## config.mk

```make
export PLATFORM = sky130hd
export DESIGN_NAME = sha256_id_fifo
export DESIGN_NICKNAME = d
export VERILOG_FILES = /design/src/rtl/sha256_id_pkg.sv /design/src/rtl/sha256_id_fifo_mem.sv /design/src/rtl/sha256_id_fifo.sv
export SDC_FILE = /design/constraint.sdc
export NUM_CORES = 1
export LEC_CHECK = 0
export ABC_CLOCK_PERIOD_IN_PS = 5100
export CORE_ASPECT_RATIO = 1.75
export CORE_MARGIN = 4
export CORE_UTILIZATION = 44
export CTS_CLUSTER_SIZE = 25
export DETAILED_ROUTE_END_ITERATION = 10
export DONT_BUFFER_PORTS = 1
export PLACE_DENSITY = 0.59
export SYNTH_ARGS = -nofsm -noshare
export SYNTH_HDL_FRONTEND = slang
export SYNTH_SLANG_ARGS = --single-unit
```

## constraint.sdc

```tcl
create_clock -name clk -period 5.1 [get_ports clk]
set_input_delay 0.765 -clock clk [delete_from_list [all_inputs] [get_ports clk]]
set_output_delay 0.765 -clock clk [all_outputs]
set_load 0.03 [all_outputs]
```

## src/rtl/sha256_id_pkg.sv

```systemverilog
// Shared defaults and entry type for the SHA-256 ID broadcast FIFO.
package sha256_id_pkg;

    localparam int ID_W_DEF    = 6;
    localparam int DEPTH_DEF   = 4;
    localparam int NUM_OUT_DEF = 2;

    typedef struct packed {
        logic [ID_W_DEF-1:0] id;
        logic                last;
    } id_entry_t;

endpackage

```

## src/rtl/sha256_id_fifo_mem.sv

```systemverilog
// Entry storage for sha256_id_fifo: one synchronous write port, asynchronous read, no reset.
module sha256_id_fifo_mem
    import sha256_id_pkg::*;
#(
    parameter int  DEPTH   = DEPTH_DEF,
    parameter type entry_t = id_entry_t
) (
    input  logic                     clk,
    input  logic                     wr_en,
    input  logic [$clog2(DEPTH)-1:0] wr_addr,
    input  entry_t                   wr_data,
    input  logic [$clog2(DEPTH)-1:0] rd_addr,
    output entry_t                   rd_data
);

    entry_t mem_r [DEPTH];

    // Write port
    always_ff @(posedge clk) begin
        if (wr_en) begin
            mem_r[wr_addr] <= wr_data;
        end
    end

    assign rd_data = mem_r[rd_addr];

endmodule

```

## src/rtl/sha256_id_fifo.sv

```systemverilog
// ID FIFO whose head is broadcast to NUM_OUT consumers; the head retires once every
// consumer has accepted it, in any order.
module sha256_id_fifo
    import sha256_id_pkg::*;
#(
    parameter int ID_W    = ID_W_DEF,
    parameter int DEPTH   = DEPTH_DEF,
    parameter int NUM_OUT = NUM_OUT_DEF
) (
    input  logic                       clk,
    input  logic                       nrst,
    input  logic                       en,
    input  logic                       sync_rst,
    input  logic [ID_W-1:0]            id_in,
    input  logic                       id_in_last,
    input  logic                       id_in_valid,
    output logic                       id_in_ready,
    output logic [ID_W-1:0]            id_out,
    output logic                       id_out_last,
    output logic [NUM_OUT-1:0]         id_out_valid,
    input  logic [NUM_OUT-1:0]         id_out_ready,
    output logic [ID_W-1:0]            status_id,
    output logic                       status_last,
    output logic [$clog2(DEPTH+1)-1:0] count
);

    localparam int PW = $clog2(DEPTH);
    localparam int CW = $clog2(DEPTH+1);
    localparam logic [CW-1:0] DEPTH_C = CW'(DEPTH);

    typedef struct packed {
        logic [ID_W-1:0] id;
        logic            last;
    } entry_t;

    logic [PW-1:0]      wr_ptr_r;
    logic [PW-1:0]      rd_ptr_r;
    logic [CW-1:0]      count_r;
    logic [NUM_OUT-1:0] taken_r;
    entry_t             status_r;
    entry_t             wr_entry_s;
    entry_t             head_s;
    logic [NUM_OUT-1:0] hs_s;
    logic               nonempty_s;
    logic               push_s;
    logic               retire_s;

    assign nonempty_s = (count_r != '0);
    assign wr_entry_s = '{id: id_in, last: id_in_last};

    // Handshake availability; everything is held off while disabled or in reset
    always_comb begin
        if (nrst && en) begin
            id_in_ready  = (count_r < DEPTH_C);
            id_out_valid = nonempty_s ? ~taken_r : '0;
        end else begin
            id_in_ready  = 1'b0;
            id_out_valid = '0;
        end
    end

    assign hs_s     = id_out_valid & id_out_ready;
    assign push_s   = id_in_valid & id_in_ready;
    // Retire when every channel has either already taken the head or takes it now
    assign retire_s = en & nonempty_s & (&(taken_r | hs_s));

    sha256_id_fifo_mem #(
        .DEPTH   (DEPTH),
        .entry_t (entry_t)
    ) u_mem (
        .clk     (clk),
        .wr_en   (push_s & ~sync_rst),
        .wr_addr (wr_ptr_r),
        .wr_data (wr_entry_s),
        .rd_addr (rd_ptr_r),
        .rd_data (head_s)
    );

    // Head entry is forced to zero while reset is asserted
    always_comb begin
        if (nrst) begin
            id_out      = head_s.id;
            id_out_last = head_s.last;
        end else begin
            id_out      = '0;
            id_out_last = 1'b0;
        end
    end

    // Pointers, occupancy, per-channel taken flags and retired-entry status
    always_ff @(posedge clk or negedge nrst) begin
        if (!nrst) begin
            wr_ptr_r <= '0;
            rd_ptr_r <= '0;
            count_r  <= '0;
            taken_r  <= '0;
            status_r <= '0;
        end else if (sync_rst) begin
            wr_ptr_r <= '0;
            rd_ptr_r <= '0;
            count_r  <= '0;
            taken_r  <= '0;
            status_r <= '0;
        end else begin
            if (push_s) begin
                wr_ptr_r <= wr_ptr_r + PW'(1'b1);
            end
            if (retire_s) begin
                rd_ptr_r <= rd_ptr_r + PW'(1'b1);
                taken_r  <= '0;
                status_r <= head_s;
            end else begin
                taken_r  <= taken_r | hs_s;
            end
            case ({push_s, retire_s})
                2'b10:   count_r <= count_r + CW'(1'b1);
                2'b01:   count_r <= count_r - CW'(1'b1);
                default: count_r <= count_r;
            endcase
        end
    end

    assign status_id   = status_r.id;
    assign status_last = status_r.last;
    assign count       = count_r;

endmodule

```

==> impl_metrics.ini, run 1 <==
[run_status]
outcome = completed

[logic_synthesis]
synthCells = 135
synth-compound-area-share_pct = 3.57
yosys.area_share.adder_pct = 3.50
yosysTopAreaCellShare_pct = 42.1
synth_top_family_by_area = simple AND/OR/NAND/NOR gates
synth_warnings = 0
synthTopCellsByArea = edfxtp_1, dfrtp_1, mux4_2
synth.most_common_cell = edfxtp_1
synth.avg_cell_area_um2 = 14.8
syn-num-nets = 154
syn-cell-area_mm2 = 0.00200
seq_area_frac_synth_pct = 62.1
yosysUniqueCellTypes = 32
synth_commonest_cells = edfxtp_1, nor2_1, dfrtp_1, and2_1
synth-edff-count = 28
synthFlopType = edfxtp_1
synthSimpleGateAreaFrac_pct = 12.7
synth_top_area_cell = edfxtp_1
muxShareOfSynthArea_pct = 11.9
ys_ff_latch = 44
async_reset_ff_share_pct = 36.4
synth_xor_area_share_pct = 1.56

[placed_design]
dp_slack_ns = 2.48
place.gp.congestion = 0.720
hpwl_mm = 2.63
portBuffers = 0
dpl.cell_count = 179

[power]
seqPwrFrac_pct = 63.3
p_sw_share_pct = 20.9
power.density_mw_per_mm2 = 295
irDropWorstVdd_mv = 0.218
switching_power_uw = 128
power_frac_clock_pct = 32.9
power_leakage_uw = 0.000750
internal_power_uw = 484
comb_power_share_pct = 3.8

[drt]
firstDrtPassIters = 6
drtIter0Drc = 40
vias = 1067
vias_per_cell = 5.71
wl_per_cell_um = 19.0
wirelength_mm = 3.55
ant_nets = 0
remaining_drc_errors = 0

[clocking]
cts_resized = 0
clock_path_buffers = 2
htree_levels = 2
clk_pin_slew_worst_paths_ns = 0.08
cts_tree = yes
cts.sinks = 44
holdBufCountCts = 0
clockRootBuffer = clkbuf_8
cts_buffers = 5
cts_setup_buffers = 0
clock_latency_ns = 0.29

[timing]
final.setup.tns_ns = 0
fmax_mhz = 378
min_period_ns = 2.64
hold_ws_ns = 0.163
slew_headroom_pct = 62.5
fin_crit_sh_pct = 51.8
worstMarginPinSlew_ns = 0.562
setup_viol = 0
hold_violations = 0
rsz0062_at_grt = false
drv_slew = 0
setup_ws_ns = 2.46
finClkSkew_ns = 0.00600

[grt]
grt_usage_pct = 13.6
overflow = 0
antenna_found_initial = 0
grt_pass1_vias = 1151
grt_pass1_wl_mm = 5.80
grt_max_degree = 29

[final_layout]
num_antenna_cells = 0
stdcell_count = 187
layout-drive-gt1-share_pct = 15.4
nNetsFinal = 154
post-route-util_pct = 47.1
area_delta_synth_final_pct = 3.82

[floorplan]
start_util_pct = 45.4
row_count = 32
core_area_mm2 = 0.00440
die_x_um = 59.0
die_height_um = 97.2
dieArea_mm2 = 0.00573
ioPinCount = 34

[setup_path]
cp_top_family = flip-flops
critical_path_buf_inv_count = 0
cp_slowest_cell = dfrtp_1
cp-end-kind = output pin
path_class = flip-flop to output pin
start_kind = flip-flop
worst-path-max-fanout = 10
worstPathRequired_ns = 4.34
critPathMaxStageDelay_ns = 0.70
arrival_ns = 1.88
worstPathCellList = mux4_2, and2_1

[flow_run]
drv_cap = 0

[worst_hold_path]
hold_path_class = input port to asynchronous set/reset pin
[metrics by stage]
step / total power [uW] / area (um2)
floorplan: 419 / 2000
finish: 612 / 2080
detailed placement: 419 / 1990
global placement: 418 / 1990
global route: 636 / 2080
CTS: 622 / 2080
[power by group through the flow]
stage | logic (uW) | registers, uW | clock network, uW
2_1_floorplan | 24.7 | 394 | 0
3_3_place_gp | 22.8 | 395 | 0
3_5_place_dp | 23.8 | 395 | 0
4_1_cts | 23.8 | 387 | 211
5_1_grt | 25.8 | 388 | 223
6_report | 23.4 | 387 | 201
[cell type report]
cell class	instances	area, um2
fill	402	2330
timing repair buffer	1	7.51
tap	51	63.8
multi-input combinational	81	673
sequential	44	1240
clock inverter	3	13.8
inverter	2	7.51
clock buffer	5	68.8
[cell families (layout without fill, tap and decap cells)]
| group | count (synthesis) | count (layout) |
|---|---|---|
| and+or+nand+nor | 47 | 47 |
| adders and majority gates | 5 | 5 |
| buffers and inverters | 10 | 11 |
| xor gates and xnor gates | 2 | 2 |
| muxes | 15 | 15 |
| DFF | 44 | 44 |
| AOI/OAI and AO/OA | 12 | 12 |
[per-layer routing]
metal	wire, um	vias up	track usage, %	share of wire (%)
li1	-	482	-	-
met4	48	0	5.41	1.4
met5	0	-	0	0
met1	1240	551	14.6	35
met2	2020	30	23.5	57
met3	247	4	4.39	6.9
[worst reg2reg max path: stages (launching register included)]
cell and delay (ns):
dfrtp_1 0.65, nor3_2 0.15, nor4b_4 0.28, buf_4 0.30, and2_2 0.20, fa_1 0.41, nand2b_1 0.11, nor2_1 0.04
o21ai_0 0.16, o311ai_0 0.14
[flip-flops by register name, indices dropped and copies added (netlist names)]
name	flops
count	3
rd_ptr_r	2
status_id	6
status_last	1
taken_r	2
u_mem.mem_r	28
wr_ptr_r	2
[path summary, 6_finish.rpt]
check	from	end	slack, ns	depth (start not counted)
min	nrst	count[2]$_DFFE_PN0P_	0.16	0
min in group clk	sync_rst	wr_ptr_r[0]$_DFFE_PN0P_	0.53	1
max in group asynchronous	nrst	status_id[4]$_DFFE_PN0P_	4.86	0
max	rd_ptr_r[0]$_DFFE_PN0P_	id_out[4]	2.46	2
max reg2reg	count[2]$_DFFE_PN0P_	count[1]$_DFFE_PN0P_	2.53	9
min reg2reg	wr_ptr_r[0]$_DFFE_PN0P_	wr_ptr_r[0]$_DFFE_PN0P_	0.59	2
[placed cells by master (no fill, tap or decap)]
| cell | instances |
|---|---|
| a21oi_1 | 8 |
| a2bb2oi_1 | 1 |
| a31o_2 | 1 |
| and2_1 | 11 |
| and2_2 | 1 |
| and4b_2 | 1 |
| buf_4 | 1 |
| clkbuf_8 | 5 |
| clkinv_1 | 1 |
| clkinv_2 | 2 |
| dfrtp_1 | 16 |
| edfxtp_1 | 28 |
| fa_1 | 1 |
| ha_1 | 4 |
| inv_1 | 2 |
| mux2i_1 | 8 |
| mux4_2 | 7 |
| nand2_1 | 6 |
| nand2b_1 | 3 |
| nand4b_1 | 1 |
| nor2_1 | 17 |
| nor3_1 | 3 |
| nor3_2 | 1 |
| nor4b_4 | 1 |
| o21ai_0 | 1 |
| o311ai_0 | 1 |
| or2_2 | 1 |
| or3_1 | 1 |
| xnor2_1 | 1 |
| xnor3_1 | 1 |
No activity file was read; power rests on OpenSTA's default activity.
==> run 2, diff against run 1 <==
--- a/config.mk
+++ b/config.mk
@@ -5,14 +5,14 @@
 export SDC_FILE = /design/constraint.sdc
 export NUM_CORES = 1
 export LEC_CHECK = 0
-export ABC_CLOCK_PERIOD_IN_PS = 5100
+export ABC_CLOCK_PERIOD_IN_PS = 2400
 export CORE_ASPECT_RATIO = 1.75
 export CORE_MARGIN = 4
 export CORE_UTILIZATION = 44
 export CTS_CLUSTER_SIZE = 25
 export DETAILED_ROUTE_END_ITERATION = 10
 export DONT_BUFFER_PORTS = 1
-export PLACE_DENSITY = 0.59
+export PLACE_DENSITY = 0.61
 export SYNTH_ARGS = -nofsm -noshare
 export SYNTH_HDL_FRONTEND = slang
 export SYNTH_SLANG_ARGS = --single-unit
==> constraint.sdc (replaced) <==
create_clock -name clk -period 2.4 [get_ports clk]
set_input_delay 0.36 -clock clk [delete_from_list [all_inputs] [get_ports clk]]
set_output_delay 0.36 -clock clk [all_outputs]
set_load 0.03 [all_outputs]
==> impl_metrics.ini, run 2 (same netlist as run 1, synthesis figures left out) <==
[setup_path]
cp-end-kind = output pin
path_class = flip-flop to output pin
start_kind = flip-flop
worst-path-max-fanout = 9
arrival_ns = 1.85
worstPathRequired_ns = 2.04
critical_path_buf_inv_count = 0
cp_slowest_cell = dfrtp_1
critPathMaxStageDelay_ns = 0.67
cp_top_family = flip-flops
worstPathCellList = mux4_2, and2_1

[timing]
hold_violations = 0
slew_headroom_pct = 51.1
drv_slew = 0
min_period_ns = 2.21
worstMarginPinSlew_ns = 0.732
fin_crit_sh_pct = 91.9
rsz0062_at_grt = false
final.setup.tns_ns = 0
setup_viol = 0
finClkSkew_ns = 0.00653
fmax_mhz = 453
setup_ws_ns = 0.193

[power]
internal_power_uw = 1210
power_frac_clock_pct = 41.0
irDropWorstVdd_mv = 0.574
power_uw = 1500
comb_power_share_pct = 4.3
power.density_mw_per_mm2 = 690
power_leakage_uw = 0.000798
switching_power_uw = 286
p_sw_share_pct = 19.1
seqPwrFrac_pct = 54.7

[grt]
antenna_found_initial = 0
grt_pass1_vias = 1232
grt_usage_pct = 14.1
grt_max_degree = 20
grt_pass1_wl_mm = 6.04
overflow = 0

[worst_hold_path]
hold_path_class = input port to flip-flop

[clocking]
holdBufCountCts = 1
clock_path_buffers = 2
cts_buffers = 5
cts_resized = 0
cts.sinks = 44
clockRootBuffer = clkbuf_8
cts_tree = yes
clk_pin_slew_worst_paths_ns = 0.08
clock_latency_ns = 0.29
cts_setup_buffers = 0
htree_levels = 2

[drt]
remaining_drc_errors = 0
drtIter0Drc = 31
vias = 1062
ant_nets = 0
vias_per_cell = 5.50
wl_per_cell_um = 18.7
wirelength_mm = 3.62
firstDrtPassIters = 4

[final_layout]
largest_reg_flops = 28
num_antenna_cells = 0
nFillCells = 391
design_area_mm2 = 0.00217
layout_common_cells = edfxtp_1, nor2_1, dfrtp_1
final_common_cell = edfxtp_1
area_delta_synth_final_pct = 8.45
layout-drive-gt1-share_pct = 18.3
top_register = u_mem.mem_r
nNetsFinal = 160

[placed_design]
dp_slack_ns = 0.391
hpwl_mm = 2.55
portBuffers = 0
dpl-instance-area_mm2 = 0.00203
place.gp.congestion = 0.708

[floorplan]
die_height_um = 97.2
dieArea_mm2 = 0.00573
die_x_um = 59.0
start_util_pct = 45.4
ioPinCount = 34
row_count = 32
core_area_mm2 = 0.00440

[flow_run]
drv_cap = 0

[run_status]
outcome = completed
-- run 2: path summary, 6_finish.rpt --
path	from	end	slack, ns	cells past startpoint
max	rd_ptr_r[0]$_DFFE_PN0P_	id_out[5]	0.19	2
max reg2reg	count[2]$_DFFE_PN0P_	count[1]$_DFFE_PN0P_	0.37	8
min	sync_rst	status_id[4]$_DFFE_PN0P_	0.12	1
min in group asynchronous	nrst	status_id[5]$_DFFE_PN0P_	0.57	1
min reg2reg	wr_ptr_r[0]$_DFFE_PN0P_	wr_ptr_r[0]$_DFFE_PN0P_	0.58	2
max in group asynchronous	nrst	status_id[2]$_DFFE_PN0P_	1.37	1
-- run 2: worst reg2reg max path: stages, from the launching register on --
cell and delay [ns]:
dfrtp_1 0.39, nor3_2 0.30, nor4b_4 0.09, and2_2 0.20, fa_1 0.43, nand2b_1 0.10, nor2_1 0.05, o21ai_0 0.18
o311ai_0 0.15
-- run 2: metrics by stage --
stage / utilization [%] / hold WS (ns) / cells
after floorplan: - / 0.0644 / 135
after global placement: 46.1 / 0.0649 / 184
after detailed placement: 46.1 / 0.0649 / 184
after CTS: 49.2 / 0.116 / 193
after global routing: 49.2 / 0.108 / 193
final: 49.2 / 0.125 / 193
-- run 2: cell type report --
cell class	count	area [um2]	area share, %
inverter	2	7.51	0.346
clock inverter	1	30.0	1.38
clock buffer	7	97.6	4.50
sequential	44	1240	57.2
tap	51	63.8	2.94
multi-input combinational	81	673	31.0
timing repair buffer	7	55.1	2.54
-- run 2: layer usage --
layer  up-vias  GRT usage, %  part of all wire, %
met3         7          4.52                  6.4
met4         0          5.41                  2.0
met2        34          24.4                   54
met1       526          15.2                   38
li1        495             -                    -
met5         -             0                    0
-- run 2: power by group through the flow --
stage          logic, uW  clock network [uW]  registers, uW
2_1_floorplan       52.4                   0            837
3_3_place_gp        57.0                   0            835
3_5_place_dp        58.2                   0            835
4_1_cts             65.4                 630            818
5_1_grt             71.0                 657            819
6_report            63.8                 614            819
